File: src/rtl/rv32i_memoryaccess.sv
// rtl/rv32i_memoryaccess.sv - RV32I memory-access stage driving a pipelined Wishbone data bus
module rv32i_memoryaccess #(
  parameter int ACK_TIMEOUT = 1023,
  parameter int ADDR_WIDTH  = 32
) (
  input  logic                  i_clk,
  input  logic                  i_rst,
  input  logic                  i_ce,
  input  logic                  i_stall,
  input  logic                  i_flush,
  input  logic [31:0]           i_y,
  input  logic [31:0]           i_rs2,
  input  logic [2:0]            i_funct3,
  input  logic                  i_load,
  input  logic                  i_store,
  input  logic                  i_wr_rd,
  input  logic [4:0]            i_rd_addr,
  output logic                  o_wb_cyc,
  output logic                  o_wb_stb,
  output logic                  o_wb_we,
  output logic [ADDR_WIDTH-1:0] o_wb_addr,
  output logic [31:0]           o_wb_data,
  output logic [3:0]            o_wb_sel,
  input  logic                  i_wb_ack,
  input  logic                  i_wb_stall,
  input  logic [31:0]           i_wb_data,
  output logic [4:0]            o_rd_addr,
  output logic [31:0]           o_rd,
  output logic                  o_wr_rd,
  output logic                  o_ce,
  output logic                  o_stall_from_mem,
  output logic                  o_misaligned,
  output logic                  o_bus_err
);
  localparam int CW = $clog2(ACK_TIMEOUT + 1);

  typedef enum logic [1:0] {IDLE, REQ, WAIT, HOLD} state_t;

  state_t        state;
  logic [CW-1:0] timer;
  logic          flushed;
  logic          load_q;
  logic          wr_rd_q;
  logic [1:0]    byte_off;
  logic [2:0]    funct3_q;
  logic [4:0]    rd_addr_q;
  logic [31:0]   y_q;
  logic [31:0]   pend_rd;

  logic          accept;
  logic          is_mem;
  logic          misaligned;
  logic          ack_now;
  logic          timed_out;
  logic [3:0]    st_sel;
  logic [31:0]   st_data;
  logic [7:0]    lane_b;
  logic [15:0]   lane_h;
  logic [31:0]   load_ext;
  logic [31:0]   result;

  assign accept    = i_ce & ~i_stall & ~i_flush & (state == IDLE);
  assign is_mem    = i_load | i_store;
  assign ack_now   = i_wb_ack & ((state == WAIT) | ((state == REQ) & ~i_wb_stall));
  assign timed_out = ((state == REQ) | (state == WAIT)) & (timer == CW'(ACK_TIMEOUT));
  assign result    = load_q ? load_ext : y_q;

  always_comb begin
    misaligned = 1'b0;
    st_sel     = 4'b1111;
    st_data    = i_rs2;
    case (i_funct3[1:0])
      2'b00: begin
        st_sel  = 4'b0001 << i_y[1:0];
        st_data = {4{i_rs2[7:0]}};
      end
      2'b01: begin
        misaligned = i_y[0];
        st_sel     = i_y[1] ? 4'b1100 : 4'b0011;
        st_data    = {2{i_rs2[15:0]}};
      end
      default: misaligned = |i_y[1:0];
    endcase
    if (i_load) st_sel = 4'b1111;
  end

  // funct3[2] marks the unsigned variants (LBU/LHU)
  always_comb begin
    lane_b = i_wb_data[{byte_off, 3'b000} +: 8];
    lane_h = byte_off[1] ? i_wb_data[31:16] : i_wb_data[15:0];
    case (funct3_q[1:0])
      2'b00:   load_ext = {{24{~funct3_q[2] & lane_b[7]}}, lane_b};
      2'b01:   load_ext = {{16{~funct3_q[2] & lane_h[15]}}, lane_h};
      default: load_ext = i_wb_data;
    endcase
  end

  always_ff @(posedge i_clk or posedge i_rst) begin
    if (i_rst) begin
      state            <= IDLE;
      timer            <= '0;
      flushed          <= 1'b0;
      load_q           <= 1'b0;
      wr_rd_q          <= 1'b0;
      byte_off         <= 2'b00;
      funct3_q         <= 3'b000;
      rd_addr_q        <= 5'd0;
      y_q              <= 32'd0;
      pend_rd          <= 32'd0;
      o_wb_cyc         <= 1'b0;
      o_wb_stb         <= 1'b0;
      o_wb_we          <= 1'b0;
      o_wb_addr        <= '0;
      o_wb_data        <= 32'd0;
      o_wb_sel         <= 4'b0000;
      o_rd_addr        <= 5'd0;
      o_rd             <= 32'd0;
      o_wr_rd          <= 1'b0;
      o_ce             <= 1'b0;
      o_stall_from_mem <= 1'b0;
      o_misaligned     <= 1'b0;
      o_bus_err        <= 1'b0;
    end else begin
      o_misaligned <= 1'b0;
      o_bus_err    <= 1'b0;
      case (state)
        IDLE: begin
          if (i_flush) begin
            o_ce    <= 1'b0;
            o_wr_rd <= 1'b0;
          end else if (accept && !is_mem) begin
            o_ce      <= 1'b1;
            o_rd      <= i_y;
            o_rd_addr <= i_rd_addr;
            o_wr_rd   <= i_wr_rd;
          end else if (accept && misaligned) begin
            o_ce         <= 1'b0;
            o_wr_rd      <= 1'b0;
            o_misaligned <= 1'b1;
          end else if (accept) begin
            o_ce             <= 1'b0;
            o_wr_rd          <= 1'b0;
            o_wb_cyc         <= 1'b1;
            o_wb_stb         <= 1'b1;
            o_wb_we          <= i_store;
            o_wb_addr        <= ADDR_WIDTH'({i_y[31:2], 2'b00});
            o_wb_data        <= st_data;
            o_wb_sel         <= st_sel;
            o_stall_from_mem <= 1'b1;
            load_q           <= i_load;
            wr_rd_q          <= i_wr_rd;
            byte_off         <= i_y[1:0];
            funct3_q         <= i_funct3;
            rd_addr_q        <= i_rd_addr;
            y_q              <= i_y;
            timer            <= '0;
            flushed          <= 1'b0;
            state            <= REQ;
          end else if (!i_stall) begin
            o_ce    <= 1'b0;
            o_wr_rd <= 1'b0;
          end
        end
        REQ, WAIT: begin
          if (i_flush) flushed <= 1'b1;
          if (ack_now) begin
            o_wb_cyc <= 1'b0;
            o_wb_stb <= 1'b0;
            timer    <= '0;
            if (flushed || i_flush) begin
              o_ce             <= 1'b0;
              o_wr_rd          <= 1'b0;
              o_stall_from_mem <= 1'b0;
              flushed          <= 1'b0;
              state            <= IDLE;
            end else if (i_stall) begin
              // writeback is busy: park the result until it can be taken
              pend_rd <= result;
              state   <= HOLD;
            end else begin
              o_ce             <= 1'b1;
              o_rd             <= result;
              o_rd_addr        <= rd_addr_q;
              o_wr_rd          <= load_q & wr_rd_q;
              o_stall_from_mem <= 1'b0;
              state            <= IDLE;
            end
          end else if (timed_out) begin
            o_wb_cyc         <= 1'b0;
            o_wb_stb         <= 1'b0;
            o_bus_err        <= 1'b1;
            o_ce             <= 1'b0;
            o_wr_rd          <= 1'b0;
            o_stall_from_mem <= 1'b0;
            timer            <= '0;
            flushed          <= 1'b0;
            state            <= IDLE;
          end else begin
            timer <= timer + CW'(1);
            if (state == REQ && !i_wb_stall) begin
              o_wb_stb <= 1'b0;
              state    <= WAIT;
            end
          end
        end
        HOLD: begin
          if (i_flush) begin
            o_ce             <= 1'b0;
            o_wr_rd          <= 1'b0;
            o_stall_from_mem <= 1'b0;
            state            <= IDLE;
          end else if (!i_stall) begin
            o_ce             <= 1'b1;
            o_rd             <= pend_rd;
            o_rd_addr        <= rd_addr_q;
            o_wr_rd          <= load_q & wr_rd_q;
            o_stall_from_mem <= 1'b0;
            state            <= IDLE;
          end
        end
        default: state <= IDLE;
      endcase
    end
  end

endmodule

File: config.mk
export PLATFORM = sky130hd
export DESIGN_NAME = rv32i_memoryaccess
export DESIGN_NICKNAME = d
export VERILOG_FILES = /design/src/rtl/rv32i_memoryaccess.sv
export SDC_FILE = /design/constraint.sdc
export NUM_CORES = 1
export LEC_CHECK = 0
export ABC_CLOCK_PERIOD_IN_PS = 6800
export BUFFER_PORTS_ARGS = -buffer_cell sky130_fd_sc_hd__buf_4
export CORE_MARGIN = 5
export CORE_UTILIZATION = 54
export DETAILED_ROUTE_END_ITERATION = 7
export PLACE_DENSITY = 0.9
export SETUP_SLACK_MARGIN = 0.4
export SLEW_MARGIN = 25
export SYNTH_ARGS = -nofsm -noshare
export SYNTH_HDL_FRONTEND = slang
export SYNTH_SLANG_ARGS = --single-unit
File: constraint.sdc
create_clock -name i_clk -period 6.8 [get_ports i_clk]
set_clock_uncertainty 0.2 [all_clocks]
set_input_delay 1.36 -clock i_clk [delete_from_list [all_inputs] [get_ports i_clk]]
set_output_delay 1.36 -clock i_clk [all_outputs]
set_load 0.005 [all_outputs]
==> out/qor.yml <==
timing:
  post-route-period-util_pct: 52.07
  worstMarginPinSlew_ps: 1015
  tns_ps: 0
  relSlewSlack_pct: 32.32
  whs_ps: 272.9
  layout_setup_ws_ps: 3259
  drv_slew: 0
  timing.fmax_ghz: 0.2824
  min_period_ps: 3541
  setup_viol: 0
  hold_viol_final: 0
  rsz0062_at_grt: "no"
drt:
  wire_per_inst_um: 20.50
  wl_mm: 26.74
  first_iter_violations: 917
  postRouteAntennaNets: 0
  first_pass_iters: 6
  via_per_inst: 6.108
  vias: 7965
  drc: 0
placed_design:
  hpwl_mm: 18.92
  dp_slack_ps: 2627
  io_buffers: 224
  gp_congestion: 0.9166
power_and_ir_drop:
  intPower_mw: 3.082
  p_switching_mw: 1.942
  power.total_mw: 5.023
  p_sw_share_pct: 38.65
  comb_power_share_pct: 44.7
  p_per_area_nw_per_um2: 451.8
  p_leak_nw: 5.133
  ir_drop_mv: 0.2033
  seqPwrFrac_pct: 35.6
  clkPwrFrac_pct: 19.7
synthesis:
  synth_top_family_by_area: "compound AO/OA/AOI/OAI gates"
  syn_area_per_cell_sq_um: 9.842
  synth.area.mux_share_pct: 11.97
  synth_cells: 887
  yosysUniqueCellTypes: 67
  synth-async-reset-ratio_pct: 100.0
  synthSimpleGateAreaFrac_pct: 14.28
  synthFlopType: "dfrtp_1"
  ys_seq_elements: 168
  yosysWarnings: 0
  synth_edf_count: 0
  synth_compound_area_share_pct: 20.64
  synth_xor_area_share_pct: 0
  yosysSeqAreaShare_pct: 48.16
  synthAdderAreaFrac_pct: 0.8600
  syn-cell-area_sq_um: 8730
global_route:
  grt_max_degree: 81
  grt-ovfl-total: 0
  grt_antenna_before_repair: 0
  grt_pass1_vias: 8037
  grt_first_pass_wirelength_mm: 42.15
  grt.total_usage_pct: 28.68
clock_tree:
  insertion_delay_ps: 420
  clockBufferDepth: 2
  numCtsBuffers: 17
  cts_hold_buf: 0
  htree_levels: 4
  clock-sinks: 168
  ctsResizeCount: 0
  cts_root_buf: "clkbuf_16"
  cts_tree: "done"
  cts_setup_buffers: 0
  clk_pin_slew_ps: 70
outcome:
  status: "complete, no violations"
layout:
  nets: 1196
  drive_gt1_share_pct: 31.89
  area_delta_synth_final_pct: 27.36
  utilization_pct: 69.99
  diodes: 0
floorplanning:
  dieArea_sq_um: 18810
  rows: 46
  die_h_um: 137.1
  start_util_pct: 54.95
  ios: 227
  core_region_area_sq_um: 15890
  die_x_um: 137.1
worst_hold_path:
  min-delay-start: "pend_rd[11]"
  holdPathEnd: "pend_rd[11]"
  hold_path.class: "flop to flop"
  min_delay_path_depth: 2
critical_path:
  critPathTopFamily: "multiplexers"
  critical_path.endpoint_type: "flop"
  cp_slowest_cell: "dfrtp_1"
  cp_common_cell: "nor2_1"
  arrival_ps: 3600
  cp_num_cells: 5
  cp_max_fo: 23
  critPathKind: "flop to flop"
  reg2reg_to: "pend_rd[22]"
  slowest_delay_ps: 1010
  reg2reg_from: "y_q[1]"
  crit_buf_inv: 0
  path_cells: "mux2_2 > mux2i_2 > nor2_1 > nor2_1 > a21oi_1"
  r2r_slack_ps: 3260
  worstRegToRegCells: 5
  cp.required_ps: 6860
  cp-start-kind: "flop"
job:
  maxCapViolations: 0
==> worst min-delay path: stages (launching register included) <==
cell     delay [ps]
dfrtp_1         340
nand2_1          50
nand2_1          50
==> registers in the layout, indices dropped and copies added (netlist names), 2 cells and up <==
| register | count |
|---|---|
| funct3_q | 3 |
| o_wb_data | 32 |
| timer | 10 |
| y_q | 31 |
| o_wb_sel | 4 |
| pend_rd | 32 |
| o_rd_addr | 5 |
| state | 2 |
| o_rd | 32 |
| rd_addr_q | 5 |
==> cell type report <==
type                            instances  area (sq um)
Clock buffer                           22         484.2
Clock inverter                          9         115.1
Fill cell                            1191          4767
Inverter                               18         72.57
Multi-Input combinational cell        636          4203
Sequential cell                       168          4205
Tap cell                              216         270.3
Timing Repair Buffer                  235          1768
==> cells by family after synthesis <==
kind of cell | Yosys count
other | 1
adder cells (fa/ha/maj) | 6
AND/OR/NAND/NOR | 257
flip-flops | 168
buffers and inverters | 84
AO/OA/AOI/OAI | 274
multiplexers | 97
==> per-stage QoR <==
step	cells	cell area (sq um)
finish	1304	11120
global route	1304	11120
CTS	1303	11110
detailed placement	1272	10510
global placement	1272	10500
floorplan	888	8733
==> per-layer routing <==
metal | global-route usage (%) | share of wire, % | up-vias
met2 | 46.19 | 48 | 482
met5 | 0 | 0 | -
li1 | - | - | 3612
met4 | 10.53 | 2.7 | 0
met3 | 8.235 | 11 | 65
met1 | 36.95 | 39 | 3806
==> placed cells by master (no fill, tap or decap), types with 3 or more instances in the layout <==
master     synthesis  routed
or4_4              3       3
o21ai_0           80      80
nand2_1           96      96
a22o_1             3       3
nand3_1           20      20
nor2_1            68      67
a22oi_1           12      11
and3_1             5       5
o22ai_1            5       5
nand2b_1           8       8
nor2b_1           25      25
a222oi_1          11      11
a21oi_1           64      64
buf_4              3     234
nor4b_1            3       3
inv_6              0       3
o211ai_1           6       6
o2bb2ai_1          7       7
ha_1               6       5
nor3_1             7       7
nor4_1             4       4
mux2_2            59      59
dfrtp_1          168     167
a211oi_1           5       5
a221oi_1           4       4
mux2i_1           38      37
o31ai_1            9       9
and2_1             3       3
o22a_1             6       6
o2111ai_1          4       4
clkbuf_16          0      17
a31oi_1           17      17
a21boi_0           3       3
inv_1             18      17
clkbuf_8           0       4
o221ai_1          16      16
a21o_1             3       3
==> synthesized netlist by cell type, types with 11 or more instances <==
cell,count,area share (%)
clkbuf_1,40,1.7
mux2i_1,38,4.4
mux2_2,59,7.6
a222oi_1,11,1.3
a21oi_1,64,3.7
dfrtp_1,168,48
a31oi_1,17,1.2
o21ai_0,80,4.6
nand3_1,20,1.1
buf_2,16,0.92
inv_1,18,0.77
nor2_1,68,2.9
o221ai_1,16,1.6
nor2b_1,25,1.8
nand2_1,96,4.1
a22oi_1,12,1.0
==> power by group through the flow <==
stage          Sequential (mW)  Combinational (mW)  Clock [mW]
2_1_floorplan             1.71                1.33           0
3_5_place_dp              1.79                2.23           0
6_report                  1.79                2.25       0.987
3_3_place_gp              1.76                2.14           0
5_1_grt                   1.84                2.46        1.05
4_1_cts                   1.78                2.23       0.994
==> how the worst max path moves through the flow <==
stage | from | to | slack, ps
5_1_grt | y_q[1] | pend_rd[20] | 3020
3_3_place_gp | i_wb_stall | o_rd[2] | 2730
3_5_place_dp | i_wb_stall | o_rd[6] | 2630
2_1_floorplan | i_rst | byte_off[0] | 690
4_1_cts | state[0] | o_rd[6] | 2930
6_report | y_q[1] | pend_rd[22] | 3260
Note: power is estimated with default switching activity, not from simulation.
